===== src/rtl/mcontr_pkg.sv =====
// Shared definitions for the memory-controller channel client: FSM states and
// default geometry of the channel page buffer.
package mcontr_pkg;

  localparam int PAGE_BITS_DEF     = 8;
  localparam int PAGE_NUM_BITS_DEF = 2;
  localparam int URGENT_THR_DEF    = 3;
  localparam int FRAME_W           = 12;

  typedef enum logic [1:0] {
    ST_IDLE  = 2'd0,
    ST_RUN   = 2'd1,
    ST_DRAIN = 2'd2,
    ST_DONE  = 2'd3
  } chn_state_e;

endpackage


===== src/rtl/mcontr_page_cnt.sv =====
// Page occupancy counter of the channel buffer: write page, read page and the
// number of full pages waiting for the SDRAM side.
module mcontr_page_cnt
  import mcontr_pkg::*;
#(
  parameter int PAGE_NUM_BITS = PAGE_NUM_BITS_DEF
) (
  input  logic                     clk0,
  input  logic                     rst,
  input  logic                     clr,
  input  logic                     inc,
  input  logic                     dec,
  output logic [PAGE_NUM_BITS:0]   pending,
  output logic [PAGE_NUM_BITS:0]   pending_nxt,
  output logic [PAGE_NUM_BITS-1:0] wr_page,
  output logic [PAGE_NUM_BITS-1:0] rd_page,
  output logic                     full,
  output logic                     empty
);

  localparam logic [PAGE_NUM_BITS:0] CAPACITY = {1'b1, {PAGE_NUM_BITS{1'b0}}};

  logic [PAGE_NUM_BITS:0]   pending_q, pending_d;
  logic [PAGE_NUM_BITS-1:0] wr_page_q, wr_page_d;
  logic [PAGE_NUM_BITS-1:0] rd_page_q, rd_page_d;

  // The caller never raises inc when full or dec when empty.
  always_comb begin
    pending_d = pending_q;
    wr_page_d = wr_page_q;
    rd_page_d = rd_page_q;
    if (clr) begin
      pending_d = '0;
      wr_page_d = '0;
      rd_page_d = '0;
    end else begin
      if (inc) wr_page_d = wr_page_q + 1'b1;
      if (dec) rd_page_d = rd_page_q + 1'b1;
      if (inc && !dec)      pending_d = pending_q + 1'b1;
      else if (dec && !inc) pending_d = pending_q - 1'b1;
    end
  end

  always_ff @(negedge clk0 or posedge rst) begin
    if (rst) begin
      pending_q <= '0;
      wr_page_q <= '0;
      rd_page_q <= '0;
    end else begin
      pending_q <= pending_d;
      wr_page_q <= wr_page_d;
      rd_page_q <= rd_page_d;
    end
  end

  assign pending     = pending_q;
  assign pending_nxt = pending_d;
  assign wr_page     = wr_page_q;
  assign rd_page     = rd_page_q;
  assign full        = (pending_q == CAPACITY);
  assign empty       = (pending_q == '0);

endmodule


===== src/rtl/mcontr_chn_client.sv =====
// Write-side channel client of the SDRAM arbiter: fills buffer pages and requests
// page transfers. Define MCONTR_CHN_URGENT_EN to build the rq_urgent logic.
module mcontr_chn_client
  import mcontr_pkg::*;
#(
  parameter int PAGE_BITS     = PAGE_BITS_DEF,
  parameter int PAGE_NUM_BITS = PAGE_NUM_BITS_DEF,
  parameter int URGENT_THR    = URGENT_THR_DEF
) (
  input  logic                               clk0,
  input  logic                               rst,
  input  logic                               init,
  input  logic                               frame_start,
  input  logic [FRAME_W-1:0]                 frame_pages,
  input  logic                               wr_stb,
  input  logic                               start,
  output logic                               rq,
  output logic                               rq_urgent,
  output logic [PAGE_NUM_BITS+PAGE_BITS-1:0] wr_addr,
  output logic [PAGE_NUM_BITS-1:0]           rd_page,
  output logic [PAGE_NUM_BITS:0]             pending,
  output logic                               overflow,
  output logic                               spurious,
  output logic                               frame_done,
  output logic                               active
);

  chn_state_e state_q, state_d;
  logic [FRAME_W-1:0]       frame_pages_q, frame_pages_d;
  logic [FRAME_W-1:0]       pages_written_q, pages_written_d;
  logic [PAGE_BITS-1:0]     wcnt_q, wcnt_d;
  logic                     overflow_q, overflow_d;
  logic                     spurious_q, spurious_d;
  logic                     rq_q, rq_d;
  logic                     cnt_clr, page_inc, page_dec;
  logic                     in_frame, accept, req_state;
  logic                     buf_full, buf_empty;
  logic [PAGE_NUM_BITS:0]   pending_nxt;
  logic [PAGE_NUM_BITS-1:0] wr_page;

  mcontr_page_cnt #(.PAGE_NUM_BITS(PAGE_NUM_BITS)) u_page_cnt (
    .clk0        (clk0),
    .rst         (rst),
    .clr         (cnt_clr),
    .inc         (page_inc),
    .dec         (page_dec),
    .pending     (pending),
    .pending_nxt (pending_nxt),
    .wr_page     (wr_page),
    .rd_page     (rd_page),
    .full        (buf_full),
    .empty       (buf_empty)
  );

  // Words are only taken while the frame still owes pages.
  assign in_frame = (state_q == ST_RUN) && (pages_written_q != frame_pages_q);
  assign accept   = in_frame && wr_stb && !buf_full;
  assign page_inc = accept && (wcnt_q == '1);
  assign page_dec = start && !buf_empty;

  always_comb begin
    state_d         = state_q;
    frame_pages_d   = frame_pages_q;
    pages_written_d = pages_written_q;
    wcnt_d          = wcnt_q;
    overflow_d      = overflow_q;
    spurious_d      = spurious_q;
    cnt_clr         = 1'b0;
    if (init) begin
      state_d         = ST_IDLE;
      frame_pages_d   = '0;
      pages_written_d = '0;
      wcnt_d          = '0;
      overflow_d      = 1'b0;
      spurious_d      = 1'b0;
      cnt_clr         = 1'b1;
    end else begin
      if (accept)                   wcnt_d          = wcnt_q + 1'b1;
      if (page_inc)                 pages_written_d = pages_written_q + 1'b1;
      if (in_frame && wr_stb && buf_full) overflow_d = 1'b1;
      if (start && buf_empty)       spurious_d      = 1'b1;
      case (state_q)
        ST_IDLE: begin
          if (frame_start) begin
            state_d         = ST_RUN;
            frame_pages_d   = frame_pages;
            pages_written_d = '0;
            wcnt_d          = '0;
            overflow_d      = 1'b0;
            spurious_d      = 1'b0;
            cnt_clr         = 1'b1;
          end
        end
        ST_RUN:   if (pages_written_q == frame_pages_q) state_d = ST_DRAIN;
        ST_DRAIN: if (buf_empty) state_d = ST_DONE;
        default:  state_d = ST_IDLE;
      endcase
    end
  end

  // Requests look at next-state occupancy and drop for one cycle after a start.
  assign req_state = (state_d == ST_RUN) || (state_d == ST_DRAIN);
  assign rq_d      = req_state && !start && (pending_nxt != '0);

  always_ff @(negedge clk0 or posedge rst) begin
    if (rst) begin
      state_q         <= ST_IDLE;
      frame_pages_q   <= '0;
      pages_written_q <= '0;
      wcnt_q          <= '0;
      overflow_q      <= 1'b0;
      spurious_q      <= 1'b0;
      rq_q            <= 1'b0;
    end else begin
      state_q         <= state_d;
      frame_pages_q   <= frame_pages_d;
      pages_written_q <= pages_written_d;
      wcnt_q          <= wcnt_d;
      overflow_q      <= overflow_d;
      spurious_q      <= spurious_d;
      rq_q            <= rq_d;
    end
  end

`ifdef MCONTR_CHN_URGENT_EN
  localparam logic [PAGE_NUM_BITS:0] URGENT_LVL = (PAGE_NUM_BITS+1)'(URGENT_THR);

  logic rq_urgent_q, rq_urgent_d;

  assign rq_urgent_d = req_state && !start &&
                       ((pending_nxt >= URGENT_LVL) ||
                        ((state_d == ST_DRAIN) && (pending_nxt != '0)));

  always_ff @(negedge clk0 or posedge rst) begin
    if (rst) rq_urgent_q <= 1'b0;
    else     rq_urgent_q <= rq_urgent_d;
  end

  assign rq_urgent = rq_urgent_q;
`else
  // Urgent path compiled out; URGENT_THR only matters in the urgent build.
  if (URGENT_THR > (1 << PAGE_NUM_BITS)) begin : g_thr_never_fires
  end
  assign rq_urgent = 1'b0;
`endif

  assign rq         = rq_q;
  assign wr_addr    = {wr_page, wcnt_q};
  assign overflow   = overflow_q;
  assign spurious   = spurious_q;
  assign frame_done = (state_q == ST_DONE);
  assign active     = (state_q != ST_IDLE);

endmodule


===== config.mk =====
export PLATFORM = sky130hd
export DESIGN_NAME = mcontr_chn_client
export DESIGN_NICKNAME = d
export VERILOG_FILES = /design/src/rtl/mcontr_pkg.sv /design/src/rtl/mcontr_page_cnt.sv /design/src/rtl/mcontr_chn_client.sv
export SDC_FILE = /design/constraint.sdc
export NUM_CORES = 1
export LEC_CHECK = 0
export CORE_UTILIZATION = 55
export DETAILED_ROUTE_END_ITERATION = 6
export PLACE_DENSITY_LB_ADDON = 0.08
export SETUP_SLACK_MARGIN = 0.1
export SYNTH_ARGS = -nofsm -noshare
export SYNTH_HDL_FRONTEND = slang
export SYNTH_HIERARCHICAL = 1
export SYNTH_SLANG_ARGS = --single-unit

===== constraint.sdc =====
create_clock -name clk0 -period 3.9 [get_ports clk0]
set_clock_uncertainty 0.05 [all_clocks]
set_input_delay 0.585 -clock clk0 [delete_from_list [all_inputs] [get_ports clk0]]
set_output_delay 0.585 -clock clk0 [all_outputs]
set_load 0.01 [all_outputs]

# --- Word-level counts from Yosys, hierarchy flattened ---
# Cells that the tools add are included.
op_classes:
  addsub: 6
  n_eq_ne: 9
  muxes: 34
  n_reduce_logical: 26
op_table:
  columns: ["cell", "count"]
  rows:
  - ["12-bit 2-to-1 mux", 7]
  - ["8-bit 2-to-1 mux", 4]
  - ["2-bit 2-to-1 mux", 8]
  - ["12-bit by 1-bit adder with 12-bit output (second input constant)", 1]
  - ["12-bit equality test", 1]
  - ["12-bit inequality test", 1]
  - ["1-bit logical AND", 11]
  - ["1-bit 2-to-1 mux", 11]
  - ["2-bit nonzero test", 5]
  - ["3-bit 2-to-1 mux", 3]
  - ["8-bit by 1-bit adder with 8-bit output (second input constant)", 1]
  - ["8-bit equality test (second input constant)", 1]
  - ["2-bit equality test (second input constant)", 3]
  - ["2-bit case mux with 3 select lines", 1]
  - ["1-bit zero test", 5]
  - ["2-bit by 1-bit adder with 2-bit output (second input constant)", 2]
  - ["2-bit by 1-bit equality test with 1-bit output (second input constant)", 2]
  - ["3-bit by 1-bit adder with 3-bit output (second input constant)", 1]
  - ["3-bit equality test (second input constant)", 1]
  - ["3-bit zero test", 1]
  - ["3-bit nonzero test", 1]
  - ["3-bit by 1-bit subtractor with 3-bit output (second input constant)", 1]
  - ["2-bit zero test", 1]
  - ["2-bit AND reduction", 1]
  - ["1-bit logical OR", 1]
word_totals:
  regBits: 44
  in_bits: 18
  output_inout_bits: 21
  elab_cells: 85

# --- Depth between registers and ports, before layout ---
logic_depth:
  ltp_word: 12
  depth_mapped: 13
  depth_no_buf: 11

# --- Cells and area by module ---
# Netlist, hierarchy kept.
by_module_without_submodules:
  columns: ["module", "instances", "cells_each", "area_per_inst_um2", "seq_area_each_um2"]
  rows:
  - ["mcontr_chn_client", 1, 233, 2068.2, 925.9]
  - ["mcontr_page_cnt", 1, 39, 395.4, 175.2]

==> results.txt <==
----------------------------------------------------
[Power]
  Net switching share of the total power ... roughly 27%
  Internal power summed over all cells ... 737 µW
  Power Total ... around 1.0 mW
  Leakage power figure ... ~1.6 nW
  Max IR drop VDD ... about 0.00024 V
  Areal power density over the cells ... approximately 310 nW/µm²
  Sequential fraction of design power ... 47.9%
  Net switching power figure ... ~270 µW
  Fraction of power consumed by the clock network ... around a third
  Combinational fraction of design power ... 17.7%

[Layout]
  Multi-input combinational cell area ... between 1000 and 1500 µm²
  # fillers ... just under 300
  Antenna cell count ... 0
  Layout-stage area growth over the synthesis result ... 31.5%
  Fraction of final layout cells with drive strength greater than 1 ... ~20%
  Area used by sequential logic in the layout ... between 1000 and 1500 µm²
  Layout Nets ... ~360
  Non-filler instance count after layout ... roughly 390
  Design area ... around 3200 µm²

[Logic synthesis]
  Synth Area in XOR/XNOR ... 6.40%
  Main combinational cell family by area after synthesis ... simple AND/OR/NAND/NOR gates
  Prevailing post-synth register cell ... dfrtn_1
  Synthesized net count ... 295
  Sequential-to-total area share from yosys stat ... between 40 and 50%
  Mux cell area share after synthesis ... slightly above 1%
  Synth warnings ... 6
  Seq cells post-synth ... 44
  Number of flops mapped to enable cells by yosys ... 0
  Cells after Synth ... ~270
  Library cells used by synthesis ... between 50 and 60
  Post-synthesis compound-gate area fraction ... approximately 14%
  Synthesized-area fraction occupied by adder cells ... roughly 2.5%
  Netlist area before placement ... approximately 2500 µm²
  Simple-gate share of the synthesized area ... 25.9%
  Avg Inst Size Synth ... slightly above 9 µm²
  Async SR Flop Fraction ... 100%

[Placement]
  Post-DP HPWL ... between 3 and 4 mm
  Cell area after placement ... approximately 3000 µm²
  Dpl cells ... between 300 and 400
  Routability congestion estimate from global placement ... between 0.7 and 0.8
  Worst setup slack before clock tree synthesis ... -0.726 ns
  Number of input and output port buffers inserted ... 37

[Status]
  Failing checks ... setup timing
  Run status ... finished with violations

[Critical path]
  Slowest CP cell ... mux2_4
  Critical Path Start Type ... input pin
  Setup slack of the worst register-to-register path ... 1.11 ns
  Reg2reg start ... pages_written_q[4]
  Worst-path fanout max ... 5
  Largest stage delay on the critical path ... 0.33 ns
  Reg-to-reg endpoint ... rq
  Crit path capture type ... flip-flop
  Crit-path leading delay family ... simple AND/OR/NAND/NOR gates
  Worst r2r path cells ... 10
  Buf/Inv on CP ... 1
  Type of the setup path with the least slack ... input pin to flip-flop
  Required time at the endpoint of the critical path ... ~2.0 ns
  Sequence of cells on the critical path ... buf_8 > nand3b_1 > nor2_2 > nand2_2 > nor2_4 > nor2b_4 > a2bb2oi_2 > mux2_4 > nor3_4 > a2111oi_2
  Crit path DAT ... 2.09 ns

[Routing]
  Number of vias in the routed layout ... between 2000 and 2500
  Total detailed-routing wirelength ... approximately 5.9 mm
  Iteration count of the initial detailed-routing pass ... 4
  Post-detailed-route DRC marker count ... 0
  Final antenna-violating net count ... 0
  Via density per instance ... 5.71
  Iteration-0 DRC count of the detailed router ... 104
  Mean routed wirelength per cell ... roughly 15 µm

[Global routing]
  Global-route wire length before repair ... 9.50 mm
  Global route overflow ... 0
  Pin count of the biggest net entering global routing ... 38
  Vias in the first global route ... between 1500 and 2000
  Antenna violations before repair ... 0
  Grt met3 use ... under 10%
  Met1 layer usage reported by global route ... 38.5%
  Met2 capacity usage during global routing ... 43.4%
  Most Used Layer, Global Route ... met2
  Global routing usage summed across all routing layers ... 27.3%

[STA]
  Final critical-path setup slack ... -0.0509 ns
  Final Hold Viols ... 0
  Count of final setup violators ... 1
  RSZ-0062 raised after global routing ... true
  Setup tns final ... -0.0509 ns
  Max-slew violation count ... 0

[Clocking]
  Number of H-tree levels ... 2
  Clock latency reported for the late side of the worst-skew pair ... 0.30 ns
  Quantity of hold-fixing buffers added after cts ... 0
  CTS tree ... yes
  CTS Root Buffer Type ... clkbuf_8
  Clock buffers created by TritonCTS ... 5
  Clock buffer depth ... 2
  Clock slew seen by the registers of the worst setup and hold paths ... approximately 0.060 ns
  Count of clock tree sinks ... 44

[Floorplanning]
  Die Outline Area ... between 4000 and 5000 µm²
  Height of the die ... around 69 µm
  Number of I/O pins ... 39
  Count of standard-cell rows ... 23
  Initial Util ... between 50% and 60%
  Horizontal die dimension ... roughly 69 µm
  Floorplan Core Area ... between 4000 and 5000 µm²

[Min path]
  Hold path startpoint ... overflow
  Number of instances on the worst hold path ... 2
  Class of the tightest hold or removal check ... flip-flop to flip-flop
  Sink of the worst hold path ... overflow

[Run]
  Maximum Capacitance Violations ... 0

----------------------------------------------------
timing repair:
action / CTS / global route
pin swaps: 5 / 7
gates cloned: 0 / 0
setup buffers: 8 / 2
resized for setup: 35 / 9
setup endpoints to repair: 40 / 13
final cells by class:
cell class | instances | share of cell area [%]
multi-input combinational | 205 | 40.1
clock inverter | 2 | 1.08
inverter | 7 | 0.811
sequential | 44 | 34.0
clock buffer | 6 | 2.24
timing repair buffer | 73 | 19.9
tap | 50 | 1.93
metrics by stage:
step	util (%)	hold slack [ns]
3_5_place_dp	72.6	0.401
2_1_floorplan	-	0.437
6_report	78.2	0.409
5_1_grt	78.2	0.435
4_1_cts	77.2	0.410
3_3_place_gp	72.6	0.409
cells in the final DEF, fill, tap and decap left out, types with 6 or more instances in the layout:
master | netlist | layout
o21ai_0 | 9 | 9
or3_1 | 8 | 8
clkdlybuf4s50_1 | 0 | 13
nor2_1 | 21 | 17
inv_1 | 7 | 6
xor2_1 | 14 | 14
a21oi_1 | 30 | 30
dlygate4sd2_1 | 0 | 21
or4_1 | 8 | 8
buf_4 | 2 | 34
dfrtn_1 | 44 | 44
nand3_1 | 9 | 9
nand2_1 | 40 | 39
layer usage:
| layer | share of wire [%] | wire, µm |
|---|---|---|
| met2 | 50 | 2930 |
| met3 | 3.1 | 180 |
| met5 | 0 | 0 |
| met4 | 0.99 | 58 |
| met1 | 46 | 2710 |
how the worst max path moves through the flow:
| stage | start | to | slack, ns | cells after the start |
|---|---|---|---|---|
| global route | wr_stb | rq | -0.08 | 10 |
| CTS | wr_stb | rq | -0.04 | 10 |
| floorplan | frame_start | rq | -0.21 | 10 |
| detailed placement | wr_stb | rq | -0.73 | 10 |
| finish | wr_stb | rq | -0.05 | 10 |
| global placement | wr_stb | rq | -0.63 | 10 |
flip-flops by register name, summed over array words and instances, names as in the netlist:
| name | count |
|---|---|
| u_page_cnt/rd_page | 2 |
| state_q | 2 |
| rq | 1 |
| spurious | 1 |
| wcnt_q | 8 |
| pages_written_q | 12 |
| frame_pages_q | 12 |
| overflow | 1 |
| u_page_cnt/pending | 3 |
| u_page_cnt/wr_page | 2 |
cells by family after synthesis:
family,after synthesis
AND/OR/NAND/NOR,122
AO/OA/AOI/OAI,57
flip-flops,44
buffers and inverters,23
XOR/XNOR,18
adder cells (fa/ha/maj),5
multiplexers,2
other,1
tightest hold or removal path: stages, from the launching register on:
cell     delay (ns)
dfrtn_1        0.40
a31oi_1        0.05
nor2_1         0.09
Yosys cell counts, drive strengths merged, types with 4 or more instances:
cell type | number | area [µm²]
nor2b | 6 | 37.5
nor2 | 21 | 78.8
nand2 | 40 | 150
clkbuf | 7 | 31.3
ha | 5 | 62.6
or4 | 9 | 68.8
buf | 8 | 63.8
nand4 | 5 | 37.5
or3 | 10 | 65.1
dfrtn | 44 | 1100
nand3 | 9 | 45.0
o21ai | 9 | 45.0
and3 | 4 | 26.3
o31ai | 5 | 37.5
xor2 | 14 | 123
inv | 7 | 26.3
xnor2 | 4 | 35.0
a21oi | 30 | 150
power by group through the flow:
stage	clock network, mW	logic [mW]	registers, mW
2_1_floorplan	0	0.108	0.488
3_3_place_gp	0	0.164	0.491
3_5_place_dp	0	0.166	0.491
4_1_cts	0.351	0.173	0.482
5_1_grt	0.366	0.197	0.484
6_report	0.346	0.178	0.483
(Power assumes the default switching activity.)
